`config.mk`:
```
export PLATFORM = sky130hd
export DESIGN_NAME = sfp_port_manager
export DESIGN_NICKNAME = d
export VERILOG_FILES = /design/src/rtl/sfp_port_manager.sv
export SDC_FILE = /design/constraint.sdc
export NUM_CORES = 1
export LEC_CHECK = 0
export BUFFER_PORTS_ARGS = -buffer_cell sky130_fd_sc_hd__buf_4
export CAP_MARGIN = 40
export CORE_AREA = 2 2 161 179
export CTS_CLUSTER_SIZE = 20
export DETAILED_ROUTE_END_ITERATION = 12
export DIE_AREA = 0 0 163 181
export REMOVE_ABC_BUFFERS = 1
export SYNTH_ARGS = -nofsm -noshare
export SYNTH_HDL_FRONTEND = slang
export SYNTH_SLANG_ARGS = --single-unit
```
`constraint.sdc`:
```
create_clock -name clk -period 2 [get_ports clk]
set_input_delay 0.3 -clock clk [delete_from_list [all_inputs] [get_ports clk]]
set_output_delay 0.3 -clock clk [all_outputs]
set_load 0.02 [all_outputs]
```
`src/rtl/sfp_port_manager.sv`:
```
// SFP cage supervisor: input synchronisation/debounce, per-cage power-up/retry/lockout FSM
// and registered status. Optional irq output enabled by `define SFP_PORT_MANAGER_IRQ_EN.
module sfp_port_manager #(
  parameter int N_CH       = 4,
  parameter int DEB_CYCLES = 255,
  parameter int T_INIT     = 4096,
  parameter int T_RETRY    = 4096,
  parameter int MAX_RETRY  = 3
) (
  input  logic            clk,
  input  logic            rst_n,
  input  logic [N_CH-1:0] mod_abs,
  input  logic [N_CH-1:0] rx_los,
  input  logic [N_CH-1:0] tx_fault,
  input  logic [N_CH-1:0] ch_en,
  input  logic [N_CH-1:0] fault_clr,
  output logic [N_CH-1:0] tx_dis,
  output logic [N_CH-1:0] present,
  output logic [N_CH-1:0] link_up,
  output logic [N_CH-1:0] fault_sticky,
  output logic [N_CH-1:0] locked_out
`ifdef SFP_PORT_MANAGER_IRQ_EN
  ,
  output logic            irq
`endif
);

  localparam int NB   = 3 * N_CH;
  localparam int DW   = $clog2(DEB_CYCLES + 1);
  localparam int TMAX = (T_INIT > T_RETRY) ? T_INIT : T_RETRY;
  localparam int TW   = $clog2(TMAX + 1);

  localparam logic [DW-1:0] DEB_M1     = DW'(DEB_CYCLES - 1);
  localparam logic [TW-1:0] T_INIT_M1  = TW'(T_INIT - 1);
  localparam logic [TW-1:0] T_RETRY_M1 = TW'(T_RETRY - 1);
  localparam logic [TW-1:0] TMAX_V     = TW'(TMAX);
  localparam logic [4:0]    MAX_V      = 5'(MAX_RETRY);
  // Idle levels: tx_fault deasserted, rx_los asserted, module absent.
  localparam logic [NB-1:0] IDLE_VAL   = {{N_CH{1'b0}}, {N_CH{1'b1}}, {N_CH{1'b1}}};

  typedef enum logic [2:0] {ABSENT, INIT, ENABLED, FAULT, LOCKOUT} state_t;

  logic [NB-1:0]   raw;
  logic [NB-1:0]   sync1_reg;
  logic [NB-1:0]   sync2_reg;
  logic [NB-1:0]   deb_val;
  logic [N_CH-1:0] abs_deb;
  logic [N_CH-1:0] los_deb;
  logic [N_CH-1:0] flt_deb;

  logic [N_CH-1:0] tx_dis_reg, tx_dis_next;
  logic [N_CH-1:0] present_reg, present_next;
  logic [N_CH-1:0] link_up_reg, link_up_next;
  logic [N_CH-1:0] fault_sticky_reg, fault_sticky_next;
  logic [N_CH-1:0] locked_out_reg, locked_out_next;

  assign raw = {tx_fault, rx_los, mod_abs};

  always_ff @(posedge clk or negedge rst_n) begin
    if (!rst_n) begin
      sync1_reg <= IDLE_VAL;
      sync2_reg <= IDLE_VAL;
    end else begin
      sync1_reg <= raw;
      sync2_reg <= sync1_reg;
    end
  end

  // Debounced bit follows the synchronised bit only after DEB_CYCLES consecutive disagreements.
  for (genvar gi = 0; gi < NB; gi++) begin : g_deb
    logic [DW-1:0] cnt_reg;
    logic          deb_bit_reg;

    always_ff @(posedge clk or negedge rst_n) begin
      if (!rst_n) begin
        cnt_reg     <= '0;
        deb_bit_reg <= IDLE_VAL[gi];
      end else if (sync2_reg[gi] == deb_bit_reg) begin
        cnt_reg <= '0;
      end else if (cnt_reg == DEB_M1) begin
        cnt_reg     <= '0;
        deb_bit_reg <= sync2_reg[gi];
      end else begin
        cnt_reg <= cnt_reg + DW'(1);
      end
    end

    assign deb_val[gi] = deb_bit_reg;
  end

  assign abs_deb      = deb_val[N_CH-1:0];
  assign los_deb      = deb_val[2*N_CH-1:N_CH];
  assign flt_deb      = deb_val[3*N_CH-1:2*N_CH];
  assign present_next = ~abs_deb;

  for (genvar gi = 0; gi < N_CH; gi++) begin : g_ch
    state_t        state_reg, state_next;
    logic [TW-1:0] timer_reg, timer_next;
    logic [3:0]    retry_reg, retry_next;
    logic [4:0]    retry_inc;
    logic          flt_d_reg;
    logic          flt_rise;

    assign retry_inc = {1'b0, retry_reg} + 5'd1;
    assign flt_rise  = flt_deb[gi] & ~flt_d_reg;

    always_ff @(posedge clk or negedge rst_n) begin
      if (!rst_n) begin
        state_reg <= ABSENT;
        timer_reg <= '0;
        retry_reg <= '0;
        flt_d_reg <= 1'b0;
      end else begin
        state_reg <= state_next;
        timer_reg <= timer_next;
        retry_reg <= retry_next;
        flt_d_reg <= flt_deb[gi];
      end
    end

    always_comb begin
      state_next = state_reg;
      retry_next = retry_reg;
      timer_next = timer_reg;
      case (state_reg)
        ABSENT: begin
          retry_next = '0;
          if (!abs_deb[gi] && ch_en[gi]) state_next = INIT;
        end
        INIT: if (timer_reg == T_INIT_M1) state_next = ENABLED;
        ENABLED: begin
          if (flt_deb[gi]) begin
            if (retry_inc >= MAX_V) begin
              state_next = LOCKOUT;
              retry_next = MAX_V[3:0];
            end else begin
              state_next = FAULT;
              retry_next = retry_inc[3:0];
            end
          end else if (timer_reg >= T_RETRY_M1) begin
            // A long enough clean run forgives earlier faults.
            retry_next = '0;
          end
        end
        FAULT: if (timer_reg == T_RETRY_M1) state_next = INIT;
        LOCKOUT: begin
          if (fault_clr[gi]) begin
            state_next = ABSENT;
            retry_next = '0;
          end
        end
        default: state_next = ABSENT;
      endcase
      if (abs_deb[gi] || !ch_en[gi]) state_next = ABSENT;
      if (state_next != state_reg) timer_next = '0;
      else if (timer_reg != TMAX_V) timer_next = timer_reg + TW'(1);
    end

    assign tx_dis_next[gi]       = (state_next != ENABLED);
    assign link_up_next[gi]      = (state_next == ENABLED) && !los_deb[gi];
    assign locked_out_next[gi]   = (state_next == LOCKOUT);
    assign fault_sticky_next[gi] = flt_rise | (fault_sticky_reg[gi] & ~fault_clr[gi]);
  end

  always_ff @(posedge clk or negedge rst_n) begin
    if (!rst_n) begin
      tx_dis_reg       <= '1;
      present_reg      <= '0;
      link_up_reg      <= '0;
      fault_sticky_reg <= '0;
      locked_out_reg   <= '0;
    end else begin
      tx_dis_reg       <= tx_dis_next;
      present_reg      <= present_next;
      link_up_reg      <= link_up_next;
      fault_sticky_reg <= fault_sticky_next;
      locked_out_reg   <= locked_out_next;
    end
  end

  assign tx_dis       = tx_dis_reg;
  assign present      = present_reg;
  assign link_up      = link_up_reg;
  assign fault_sticky = fault_sticky_reg;
  assign locked_out   = locked_out_reg;

`ifdef SFP_PORT_MANAGER_IRQ_EN
  logic irq_reg;

  always_ff @(posedge clk or negedge rst_n) begin
    if (!rst_n) irq_reg <= 1'b0;
    else irq_reg <= |((present_next ^ present_reg) | (link_up_next ^ link_up_reg) |
                      (locked_out_next ^ locked_out_reg));
  end

  assign irq = irq_reg;
`endif

endmodule

```
; ---- Word-level counts from Yosys, hierarchy flattened
; Index checks and enable logic that the tools add are counted.
[word_totals]
n_memories = 0
word_cells = 316
rom_bits = 0
register_bits = 236
ramBits = 0
latch_bits = 0
[classes]
n_reduce_logical = 52
eq_ne = 72
bitwise = 33
n_div = 0
n_lt_le_gt_ge = 8
mul = 0
n_mux = 84
add_sub_neg = 20
n_shift = 0
[op_table]
columns = operator, n
row1 = $mux W8, 24
row2 = $mux W13, 8
row3 = $add A8 B1 Y8 const B, 12
row4 = $eq A8 B8 Y1 const B, 12
row5 = $mux W3, 28
row6 = $mux W4, 16
row7 = $pmux W3 S5, 4
row8 = $add A13 B1 Y13 const B, 4
row9 = $eq A13 B12 Y1 const B, 4
row10 = $ge A13 B12 Y1 const B, 4
row11 = $ne A13 B13 Y1 const B, 4
row12 = $pmux W4 S3, 4
row13 = $eq A3 B2 Y1 const B, 12
row14 = $eq A3 B3 Y1 const B, 8
row15 = $reduce_and A2 Y1, 12
row16 = $add A4 B1 Y5 const B, 4
row17 = $ge A5 B2 Y1 const B, 4
row18 = $not A1 Y1, 20
row19 = $eq A1 B1 Y1, 12
row20 = $eq A3 B1 Y1 const B, 4
row21 = $logic_not A1 Y1, 12
row22 = $logic_not A3 Y1, 4
row23 = $ne A3 B2 Y1 const B, 4
row24 = $ne A3 B3 Y1, 4
row25 = 10 further kinds, 45

; ---- Longest topological paths before layout
[depth]
ltp_word = 8
depth_mapped = 8
depth_no_buf = 7

; ---- Least setup slack after synthesis
; OpenSTA, ideal clock, no wires.
[synth_timing]
path_kind = register to register
startpoint = register g_ch[0].retry_reg[0]
endpoint = register g_ch[0].timer_reg[12]
arrival_time_ns = 2.088
slack_ns = -0.177
path_stages_with_launch = 8
n_path_buf = 1
synth_period_minus_slack_ns = 2.177
cell_sequence = dfrtp_1 -> inv_1 -> ha_1 -> o21ai_0 -> or4b_4 -> a221o_1 -> buf_6 -> a211oi_2
[synth_between]
elab_chain_len = 8
word_cells_on_any_way = 9
[synth_lines]
columns = element, line_no
row1 = from (decl), 99  ; logic [3:0] retry_reg, retry_next;
row2 = from (signal assigned), 116  ; retry_reg <= retry_next;
row3 = $add A4 B1 Y5 *, 104  ; assign retry_inc = {1'b0, retry_reg} + 5'd1;
row4 = $ge A5 B2 Y1 *, 133  ; if (retry_inc >= MAX_V) begin
row5 = $mux W3 *, 133
row6 = $mux W3 *, 132  ; if (flt_deb[gi]) begin
row7 = $pmux W3 S5 *, 125  ; case (state_reg)
row8 = $mux W3 *, 154  ; if (abs_deb[gi] || !ch_en[gi]) state_next = ABSENT;
row9 = $ne A3 B3 Y1 *, 155  ; if (state_next != state_reg) timer_next = '0;
row10 = $mux W13 or $reduce_bool A2 Y1 (tied branches), n/a
row11 = to (signal assigned), 115  ; timer_reg <= timer_next;
row12 = to (decl), 98  ; logic [TW-1:0] timer_reg, timer_next;
; Every way passes the cells marked *; elsewhere a longest branch is shown, timed or not.
; A chain may end at the register's enable or synchronous reset.

; ---- Worst setup path in the final report
[layout_timing]
startpoint = register g_ch[0].retry_reg[0]
endpoint = register g_ch[0].timer_reg[8]
; The elaborated chain is that of the path after synthesis.

==> summary.md <==
| Metric | Value |
|---|---|
| Status | `complete, but fails checks` |
| Failing checks | `negative setup slack` |
| Later-pin clock latency in the skew report | `0.53 ns` |
| Filler Cells Inserted | `2524` |
| Clock network power share | `47.1%` |
| Synth Instances | `1054` |
| Hold Violations, Final | `0` |
| Register area | `5941 um2` |
| Initial antenna violation count | `0` |
| R2r worst-path depth | `8` |
| Int Power | `8.247 mW` |
| DR pass1 iterations | `4` |
| Hold Startpoint | `ch_en[2]` |
| CP bufs+invs | `2` |
| GPL Wtd Cong | `0.7902` |
| Crit path kind | `reg -> reg` |
| Fin crit period | `2.108 ns` |
| Most used flip-flop cell after synthesis | `dfrtp_1` |
| Synthesis-to-finish area growth | `21.12%` |
| Initial Utilization | `39.56%` |
| N_diodes | `0` |
| Count of different cell masters after synthesis | `58` |
| DRT iter0 DRCs | `291` |
| HPWL Detailed | `13.38 mm` |
| Layout cells sized above 1 | `17.25%` |
| Core Footprint | `27630 um2` |
| Placed Cells | `1492` |
| Final WL | `19.84 mm` |
| Sequential group share of total power | `47.4%` |
| Slowest stage cell, crit path | `or4b_4` |
| R2r setup slk | `-0.11 ns` |
| Seq cells post-synth | `236` |
| Mapped cell area | `10930 um2` |
| Largest net degree at the start of global routing | `61` |
| Worst hold endpoint | `locked_out[2]$_DFF_PN0_` |
| Cell Chain, Critical Path | `inv_1 -> ha_1 -> nor2_1 -> o21ai_1 -> or4b_4 -> a221o_1 -> buf_12 -> a211oi_2` |
| PwrDens | `800.3 nW/um2` |
| Top Ports | `42` |
| I/O Buffers | `41` |
| # DRC | `0` |
| Reg2Reg Launch Point | `g_ch[0].retry_reg[0]$_DFFE_PN0P_` |
| Total grt overflow | `0` |
| Critical path peak fanout | `13` |
| RSZ-0062 raised after global routing | `true` |
| Post-synthesis sequential area ratio | `54.36%` |
| Max reg flops | `96` |
| Area of the multi-input gates | `4801 um2` |
| Die W | `163 um` |
| Relative slew margins | `59.82%` |
| Die area | `29500 um2` |
| Top-count cell post-synth | `dfrtp_1` |
| First-pass GRT wire length | `34.98 mm` |
| Post-DR vias/cell | `4.918` |
| Synth warn | `0` |
| CP delay by family, top | `simple AND/OR/NAND/NOR gates` |
| Combinational share of power | `5.6%` |
| Crit share post-route | `105.4%` |
| Area leader, netlist | `dfrtp_1` |
| Crit start category | `register` |
| Hold crit path type | `in -> reg` |
| Final setup fails | `13` |
| FP Rows | `64` |
| Required time worst endpoint | `2.43 ns` |
| Number of flops mapped to enable cells by yosys | `0` |
| Synth top area share | `47.62%` |
| Avg Cell Area, Syn | `10.37 um2` |
| MaxCap Viol Count | `0` |
| Slew @ Worst Pin | `0.5986 ns` |
| Post-route ant nets | `0` |
| Post-synth top cells | `208 x dfrtp_1, 178 x nor2_1, 73 x nand2_1, 72 x xor2_1, 69 x nand3_1` |
| Peak supply drop | `557.2 uV` |
| Vias | `7687` |
| Layout Skew | `0.01097 ns` |
| DIE HEIGHT | `181 um` |
| CTS tree | `yes` |
| Max incr delay on CP | `0.53 ns` |
| Reg2reg end | `g_ch[0].timer_reg[8]$_DFFE_PN0P_` |
| Fmax | `474.3 MHz` |
| Reg clk slew, reported paths | `0.06 ns` |
| Vias in the first global route | `7739` |
| Final worst slack | `-0.1083 ns` |
| Post-synth ARST share | `100.0%` |
| CTS Root Cell | `clkbuf_16` |
| Capturing element type of the critical path | `register` |
| Clock Path Buffers | `3` |
| Top post-synthesis cells by area | `dfrtp_1 48%, dfstp_2 6.7%, nor2_1 6.1%` |
| Start point of the critical path | `g_ch[0].retry_reg[0]$_DFFE_PN0P_` |
| Hold path depth | `3` |
| TNS Setup | `-1.185 ns` |
| CP arrival | `2.54 ns` |
| P_sw | `2.348 mW` |
| CTS buffer count | `27` |
| P_leak | `5.825 nW` |
| Total Routing Usage GR | `13.75%` |
| DR WL/cell | `12.69 um` |
| Fin cells | `1563` |
| Final Slew Violations | `0` |
| Sink Count | `236` |
| Final nets | `1241` |
| Net Sw Frac | `22.16%` |
| H-tree depth | `1` |
==> worst max-delay path by stage <==
stage	endpoint	slack [ns]	cells past startpoint
after global routing	g_ch[0].timer_reg[11]$_DFFE_PN0P_	-0.21	8
final	g_ch[0].timer_reg[8]$_DFFE_PN0P_	-0.11	8
after global placement	g_ch[0].timer_reg[0]$_DFFE_PN0P_	-0.14	8
after detailed placement	g_ch[0].timer_reg[1]$_DFFE_PN0P_	-0.18	6
after CTS	g_ch[0].timer_reg[0]$_DFFE_PN0P_	-0.11	8
after floorplan	g_ch[0].timer_reg[0]$_DFFE_PN0P_	-0.66	6
==> per-stage QoR <==
stage | total power [mW] | area (um2) | hold WS, ns | util (%) | worst slack (ns)
2_1_floorplan | 5.367 | 10850 | 0.004409 | - | -0.6551
3_3_place_gp | 5.649 | 12070 | 0.2775 | 43.68 | -0.1402
3_5_place_dp | 5.665 | 12070 | 0.2780 | 43.68 | -0.1752
4_1_cts | 10.77 | 13170 | 0.05806 | 47.66 | -0.1148
5_1_grt | 11.06 | 13240 | 0.07801 | 47.92 | -0.2101
6_report | 10.59 | 13240 | 0.08349 | 47.92 | -0.1083
==> cell type report <==
class                           count  area share [%]
Tap cell                          363           3.431
Timing Repair Buffer              113           7.287
Multi-Input combinational cell    758           36.27
Clock inverter                     12           1.049
Inverter                           43           1.219
Clock buffer                       38           5.870
Sequential cell                   236           44.88
==> metal layers <==
| layer | vias to the layer above | routed length, um | track usage (%) |
|---|---|---|---|
| met2 | 88 | 9436 | 23.42 |
| met3 | 26 | 650 | 2.181 |
| met4 | 0 | 357 | 3.469 |
| met5 | - | 0 | 0 |
| li1 | 3866 | - | - |
| met1 | 3707 | 9396 | 18.28 |
==> tightest hold or removal path: cells and delay by family <==
kind                   cells  cell delay [ns]
AOI/OAI and AO/OA          1             0.06
and+or+nand+nor            1             0.10
buffers and inverters      1             0.12
==> power by group through the flow <==
stage | registers, mW | logic [mW] | clock network (mW)
after global placement | 5.10 | 0.553 | 0
after floorplan | 5.08 | 0.282 | 0
after global routing | 5.04 | 0.682 | 5.34
final | 5.02 | 0.589 | 4.99
after CTS | 5.02 | 0.593 | 5.16
after detailed placement | 5.10 | 0.564 | 0
==> logic make-up after synthesis <==
family / count (synthesis) / share of synthesized area (%)
simple gates: 459 / 20.41
flops: 236 / 54.36
compound gates: 130 / 7.956
xor+xnor: 121 / 9.697
buf+inv: 60 / 2.175
fa+ha+maj: 40 / 4.579
mux: 8 / 0.8243
==> cells in the final DEF (no fill, tap or decap), types with 16 or more instances in the layout <==
master,netlist,final
a21oi_1,36,36
and3_1,17,16
buf_4,0,88
clkbuf_16,0,27
dfrtp_1,208,208
dfstp_2,28,28
dlygate4sd3_1,0,17
ha_1,40,39
inv_1,42,42
nand2_1,73,73
nand3_1,69,69
nand4_1,17,17
nor2_1,178,178
o21ai_0,28,26
xnor2_1,49,49
xor2_1,72,72
==> what timing repair did <==
item,CTS,global route
hold buffers,17,0
pin swaps,1,0
endpoints found under the hold margin,58,0
buffers inserted,1,2
gates resized for setup,2,14
setup endpoints to repair,13,38
cloned,0,1
(Power assumes the default switching activity.)
